===== config.mk =====
export PLATFORM = sky130hd
export DESIGN_NAME = ckong_rom_loader
export DESIGN_NICKNAME = d
export VERILOG_FILES = /design/src/rtl/ckong_rom_loader.sv
export SDC_FILE = /design/constraint.sdc
export NUM_CORES = 1
export LEC_CHECK = 0
export CAP_MARGIN = 20
export CORE_AREA = 8 8 86 88
export CTS_BUF_LIST = sky130_fd_sc_hd__clkbuf_4
export CTS_CLUSTER_SIZE = 40
export DETAILED_ROUTE_END_ITERATION = 8
export DIE_AREA = 0 0 94 96
export PLACE_DENSITY_LB_ADDON = 0.08
export SLEW_MARGIN = 10
export SYNTH_ARGS = -nofsm -noshare
export SYNTH_HDL_FRONTEND = slang
export SYNTH_SLANG_ARGS = --single-unit
export TNS_END_PERCENT = 5

===== constraint.sdc =====
create_clock -name clk_sys -period 2.45 [get_ports clk_sys]
set_input_delay 0.735 -clock clk_sys [delete_from_list [all_inputs] [get_ports clk_sys]]
set_output_delay 0.735 -clock clk_sys [all_outputs]
set_load 0.005 [all_outputs]

===== src/rtl/ckong_rom_loader.sv =====
// rtl/ckong_rom_loader.sv - HPS ROM download to ckong ROM write strobes with core reset sequencing
// Holds the core in reset until a complete, in-range image of exactly SND_END bytes has loaded.
module ckong_rom_loader #(
  parameter logic [16:0] CPU_END     = 17'h06000,
  parameter logic [16:0] GFX_END     = 17'h0A000,
  parameter logic [16:0] SND_END     = 17'h0C000,
  parameter int          HOLD_CYCLES = 16
) (
  input  logic        clk_sys,
  input  logic        reset_n,
  input  logic        ioctl_download,
  input  logic        ioctl_wr,
  input  logic [24:0] ioctl_addr,
  input  logic [7:0]  ioctl_dout,
  output logic        cpu_rom_we,
  output logic        gfx_rom_we,
  output logic        snd_rom_we,
  output logic [15:0] rom_addr,
  output logic [7:0]  rom_data,
  output logic        core_reset,
  output logic        load_done,
  output logic        load_err
);

  typedef enum logic [1:0] {WAIT, LOAD, HOLD, RUN} state_t;

  state_t      state, state_nxt;
  logic        dl_q;
  logic [16:0] cnt;
  logic        ovf;
  logic [7:0]  hold_cnt;

  logic        rise, fall, wr_en, addr_hi, in_cpu, in_gfx, in_snd, in_any, img_ok;
  logic [16:0] a17, off, cnt_base;

  always_comb begin
    rise    = ioctl_download & ~dl_q;
    fall    = ~ioctl_download & dl_q;
    a17     = ioctl_addr[16:0];
    addr_hi = |ioctl_addr[24:17];
    // Decode follows the next-state LOAD condition so the first byte of a download is not lost.
    wr_en   = ioctl_wr & ioctl_download & ((state == LOAD) | rise);
    in_cpu  = wr_en & ~addr_hi & (a17 < CPU_END);
    in_gfx  = wr_en & ~addr_hi & (a17 >= CPU_END) & (a17 < GFX_END);
    in_snd  = wr_en & ~addr_hi & (a17 >= GFX_END) & (a17 < SND_END);
    in_any  = in_cpu | in_gfx | in_snd;
    if (in_gfx)      off = a17 - CPU_END;
    else if (in_snd) off = a17 - GFX_END;
    else             off = a17;
    cnt_base = rise ? 17'd0 : cnt;
    img_ok   = (cnt == SND_END) & ~ovf;

    state_nxt = state;
    if (rise) begin
      state_nxt = LOAD;
    end else begin
      case (state)
        LOAD:    if (fall) state_nxt = img_ok ? HOLD : WAIT;
        HOLD:    if (hold_cnt == 8'd0) state_nxt = RUN;
        default: state_nxt = state;
      endcase
    end
  end

  always_ff @(posedge clk_sys or negedge reset_n) begin
    if (!reset_n) begin
      state      <= WAIT;
      dl_q       <= 1'b0;
      cnt        <= 17'd0;
      ovf        <= 1'b0;
      hold_cnt   <= 8'd0;
      cpu_rom_we <= 1'b0;
      gfx_rom_we <= 1'b0;
      snd_rom_we <= 1'b0;
      rom_addr   <= 16'd0;
      rom_data   <= 8'd0;
      core_reset <= 1'b1;
      load_done  <= 1'b0;
      load_err   <= 1'b0;
    end else begin
      dl_q       <= ioctl_download;
      state      <= state_nxt;
      cpu_rom_we <= in_cpu;
      gfx_rom_we <= in_gfx;
      snd_rom_we <= in_snd;
      core_reset <= (state_nxt != RUN);
      load_done  <= (state_nxt == RUN);

      if (in_any) begin
        rom_addr <= off[15:0];
        rom_data <= ioctl_dout;
        cnt      <= (cnt_base == 17'h1FFFF) ? cnt_base : cnt_base + 17'd1;
      end else if (rise) begin
        cnt <= 17'd0;
      end

      if (wr_en & ~in_any) ovf <= 1'b1;
      else if (rise)       ovf <= 1'b0;

      if (rise)                                  load_err <= 1'b0;
      else if ((state == LOAD) & fall & ~img_ok) load_err <= 1'b1;

      // Counter is loaded on HOLD entry so HOLD spans exactly HOLD_CYCLES cycles.
      if ((state_nxt == HOLD) && (state != HOLD))  hold_cnt <= 8'(HOLD_CYCLES - 1);
      else if ((state == HOLD) && (hold_cnt != 0)) hold_cnt <= hold_cnt - 8'd1;
    end
  end

endmodule


# Word level (Yosys, flattened, before mapping)
# Index checks and enable logic that the tools add are counted.
# totals
register_bits	59
word_cells	77
# classes
eq_ne	8
bitwise_logic	23
n_addsub	4
n_reduce_logical	8
n_mux	16
magnitude_cmp	5
# op_table
operator	n
2-to-1 mux 17 bit	3
< comparator 17 x 16 -> 1 bit, second input constant	2
2-to-1 mux 16 bit	2
adder 17 x 1 -> 17 bit, second input constant	1
== test 17 x 16 -> 1 bit, second input constant	1
== test 17 bit, second input constant	1
>= comparator 17 x 15 -> 1 bit, second input constant	1
>= comparator 17 x 16 -> 1 bit, second input constant	1
< comparator 17 x 15 -> 1 bit, second input constant	1
2-to-1 mux 8 bit	2
subtractor 16 x 15 -> 16 bit, second input constant	1
subtractor 16 bit, second input constant	1
bitwise AND 1 bit	14
zero test 8 bit	1
2-to-1 mux 2 bit	4
nonzero test 8 bit	1
OR reduction 8 bit	1
subtractor 8 x 1 -> 8 bit, second input constant	1
== test 2 bit, second input constant	3
inverter 1 bit	6
nonzero test 2 bit	3
2-to-1 mux 1 bit	4
inequality test 2 bit, second input constant	2
one-hot mux 2 bit (2 select lines)	1
other kinds (3)	6

# Depth between registers and ports, before layout
# logic_depth
ltp_word	12
depth_mapped	10
mapped_depth_nobuf	8

# Worst setup path before layout
# OpenSTA, ideal clock, no wires.
# synth_path
kind	input to register
start	input port ioctl_download
end	register cnt[1]
path_buffers	2
t_required_ns	2.325
t_arrival_ns	2.284
path_slack_ns	0.041
stages	10
path_cell_list	nand2b_1 > buf_6 > and2_1 > ha_1 > nand4_1 > nor4_1 > and2_1 > buf_2 > nor2_1 > mux2_2
# synth_via
elab_chain_len	9
word_cells_on_any_way	17
cone_classes	1 x add/sub; 1 x eq/ne; 3 x mux; 12 x bitwise
# synth_lines
item	line	rtl
from (decl)	11	input logic ioctl_download,
branches (longest 8 deep; another with adder 17 x 1 -> 17 bit)	-	
2-to-1 mux 17 bit (*)	89	if (in_any) begin
to (signal assigned)	92	cnt <= (cnt_base == 17'h1FFFF) ? cnt_base : cnt_base + 17'd1;
to (decl)	29	logic [16:0] cnt;
# Every way passes the cells marked *.
# A chain may end at the register's enable or synchronous reset.

# Worst setup path in the final report
# layout_path
start	input port ioctl_addr[20]
end	register cnt[13]
# layout_via
elab_chain_len	8
word_cells_on_any_way	11
cone_classes	1 x mux; 9 x bitwise; 1 x reduce/logical
# layout_lines
item	line	rtl
from (decl)	13	input logic [24:0] ioctl_addr,
OR reduction 8 bit (*)	40	addr_hi = |ioctl_addr[24:17];
inverter 1 bit (*)	43, 44, 45	
bitwise AND 1 bit (*)	43, 44, 45	
bitwise AND 1 bit (2 in a row)	44	in_gfx = wr_en & ~addr_hi & (a17 >= CPU_END) & (a17 < GFX_END);
bitwise OR 1 bit	46	in_any = in_cpu | in_gfx | in_snd;
bitwise OR 1 bit (*)	46	
2-to-1 mux 17 bit (*)	89	
# Every way passes the cells marked *; elsewhere a longest branch is shown, timed or not.

==> impl_results.md <==
- Slowest CP cell: or4_1
- DRC Markers: 0
- Fin util: between 70% and 80%
- WP data required: 2780 ps
- Synth top area cells: dfrtp_1 48%, mux2_2 8.1%, xnor2_1 3.4%, ha_1 3.3%, nand2_1 3.0%
- Cell internal pwr: 1.38 mW
- Startpoint types: input pin
- Slew Viols, Final: 0
- Hold Fails Final Rpt: 0
- Number of routed nets with antenna violations: 0
- Cells after Synth: 286
- Synth Cell Area: 3050 um^2
- Vias in the first global route: 2883
- Sw frac: 27.4%
- Syn Area/Cell: 10.7 um^2
- Clock Latency Late Sink: roughly 400 ps
- CTS tree: yes
- Worst-path fanout max: 4
- F_max: approximately 0.42 GHz
- Net count, final: 454
- R2R depth: 9
- Port buffer count: 66
- Post-Synth XOR/XNOR Area: 4.02%
- Largest net degree at the start of global routing: 26
- Adder-cell share of the synthesized area: approximately 3.3%
- Crit path top cell by count: buf_4
- Core area: 6100 um^2
- NetSw: 0.522 mW
- Initial antenna violation count: 0
- Via count: 2704
- Non-filler cells, final: about 490
- Placed cell area: 4190 um^2
- Number of flops mapped to enable cells by yosys: 0
- Yosys cell types: 53
- Setup TNS: 0 ps
- Pwr/cell area: 439 nW/um^2
- Initial Util: between 40 and 50%
- GRT Util Overall: 18.4%
- Prevailing post-synth register cell: dfrtp_1
- Status: completed
- Reg2Reg Capture Point: cnt[12]
- Gr ovfl total: 0
- RSZ-0062 raised after global routing: true
- Period minus WS final: 2390 ps
- Comb pwr share: 17.2%
- Syn. warnings: 0
- Multiplexer share of the synthesized area: 8.46%
- Area Overhead vs Synth: 42.6%
- Num CTS Buffers: 9
- Site Rows: 29
- Reg power frac: 53.2%
- CP endpoint kind: flip-flop
- Synth Area in Compound Gates: 11.8%
- Max-cap violations: 0
- DR WL/cell: 15.7 um
- Simple logic cell fraction of the synthesized area: 20.3%
- Delay of the slowest critical-path stage: 550 ps
- Register bit total from synthesis: roughly 60
- Register area share after synthesis: 48.5%
- Clk buf depth: 2
- Register-to-register setup slack: 310 ps
- Setup violators final: 0
- Height of the die: roughly 96 um
- Total placed cells including tap cells: 474
- GP Congestion: 0.872
- Arr. time, crit path: about 2700 ps
- Most numerous cell in the Yosys netlist: dfrtp_1
- Largest family of logic cells by synthesized area: simple AND/OR/NAND/NOR gates
- ANT cells: 0
- FFs w/ async S/R, synth: 100%
- Yosys top cell by area: dfrtp_1
- Vias per inst: roughly 5.5
- Layout cells sized above 1: approximately a quarter
- Worst slew margin: 65.6%
- Design Area, Final: 4350 um^2
- Clock network power share: 29.5%
- Type of the worst min-delay path: input pin to asynchronous set/reset pin
- DRT iter0 DRCs: 121
- Die width: 94 um
- Detailed-route wire length: 7.70 mm
- First-pass GRT wire length: ~13 mm
- Clock Tree Root: clkbuf_4
- Final Skew: about 20 ps
- Top Ports: 67
- Top-area cell type share of the netlist area: 47.6%
- Worst-path clk slew: 100 ps
- Die area: 9020 um^2
- Syn Nets: 331
- H-tree Lvls: 3
- Crit path kind: input pin to flip-flop
- Worst VDD drop: 0.000374 V
- Synth top cells by count: 58 x dfrtp_1, 24 x nand2_1, 22 x mux2_2
- Reg2reg start: dl_q
- Cell Chain, Critical Path: clkdlybuf4s50_1 > nor4_2 > buf_4 > and2_1 > buf_4 > nand4_1 > or4_1 > a21oi_1
- Drt pass-1 iters: 4
- Period utilization: 97.5%
- # clock sinks: 59
- P_leak: 1.94 nW
- Post-DP HPWL: 5.96 mm
- Worst-margin pin slew: 514 ps
cell families after synthesis:
family,count (synthesis)
buf+inv,25
compound gates,49
simple gates,108
xor+xnor,14
flops,59
mux,23
fa+ha+maj,8
timing repair:
action	CTS	global route
pin swaps	2	4
buffers inserted	0	1
endpoints found under the setup margin	7	31
hold endpoints to repair	0	0
hold buffers	0	0
resized for setup	1	10
gates cloned	0	0
area by class of cell:
cell class / count / area, um^2
Clock inverter: 5 / 21.3
Tap cell: 77 / 96.3
Sequential cell: 59 / 1480
Fill cell: 484 / 1750
Inverter: 16 / 60.1
Timing Repair Buffer: 121 / 1110
Clock buffer: 11 / 82.6
Multi-Input combinational cell: 202 / 1500
worst max path at each step:
stage	cells past startpoint	to	slack (ps)	startpoint
2_1_floorplan	10	cnt[1]	40	ioctl_download
3_3_place_gp	8	cnt[9]	-450	ioctl_addr[20]
3_5_place_dp	9	cnt[1]	-430	ioctl_download
4_1_cts	10	cnt[12]	-10	ioctl_download
5_1_grt	8	cnt[15]	-30	ioctl_addr[20]
6_report	8	cnt[13]	60	ioctl_addr[20]
sequential cells by signal, summed over array words and instances, names as in the netlist, 2 cells and up:
| signal | flops |
|---|---|
| rom_data | 8 |
| hold_cnt | 8 |
| state | 2 |
| cnt | 17 |
| rom_addr | 16 |
cell usage in the layout, fill, tap and decap left out, types with 2 or more instances in the layout:
master	instances
clkdlybuf4s50_1	63
dfrtp_1	58
buf_4	52
nand2_1	24
mux2_2	22
inv_1	16
a21oi_1	15
nor4_1	12
xnor2_1	12
clkbuf_4	11
nor2_1	10
nor3_1	8
nand4_1	8
or4_1	8
o21ai_0	7
ha_1	7
nand3_1	6
o31ai_1	5
and2_1	4
nor2b_1	4
nand2b_1	4
nor4_2	3
and3_1	3
clkinv_1	3
buf_12	3
nor3b_1	2
a211oi_1	2
and2_4	2
xor2_1	2
a22o_1	2
a221oi_1	2
or3_1	2
clkinv_2	2
dlymetal6s2s_1	2
power groups by stage:
stage	clock network, mW	registers, mW	logic [mW]
after floorplan	0	1.03	0.154
after global placement	0	1.03	0.319
after detailed placement	0	1.03	0.329
after CTS	0.581	1.01	0.332
after global routing	0.640	1.02	0.370
final	0.563	1.01	0.329
through the flow:
| step | total power [mW] | worst slack [ps] | hold slack [ps] |
|---|---|---|---|
| floorplan | 1.19 | 40.9 | 439 |
| global placement | 1.35 | -447 | 486 |
| detailed placement | 1.36 | -430 | 493 |
| CTS | 1.93 | -13.1 | 276 |
| global route | 2.03 | -31.6 | 283 |
| finish | 1.91 | 60.4 | 268 |
worst max-delay path: cells and delay by family:
family / cells / cell delay [ps]
compound gates: 1 / 150
simple gates: 4 / 1140
buf+inv: 3 / 690
per-layer routing:
metal | global-route usage (%) | routed length [um] | up-vias
met3 | 9.20 | 757 | 8
met5 | 0 | 0 | -
met4 | 7.79 | 102 | 0
li1 | - | - | 1305
met1 | 19.6 | 3040 | 1321
met2 | 30.5 | 3810 | 70
Note: power is estimated with default switching activity, not from simulation.
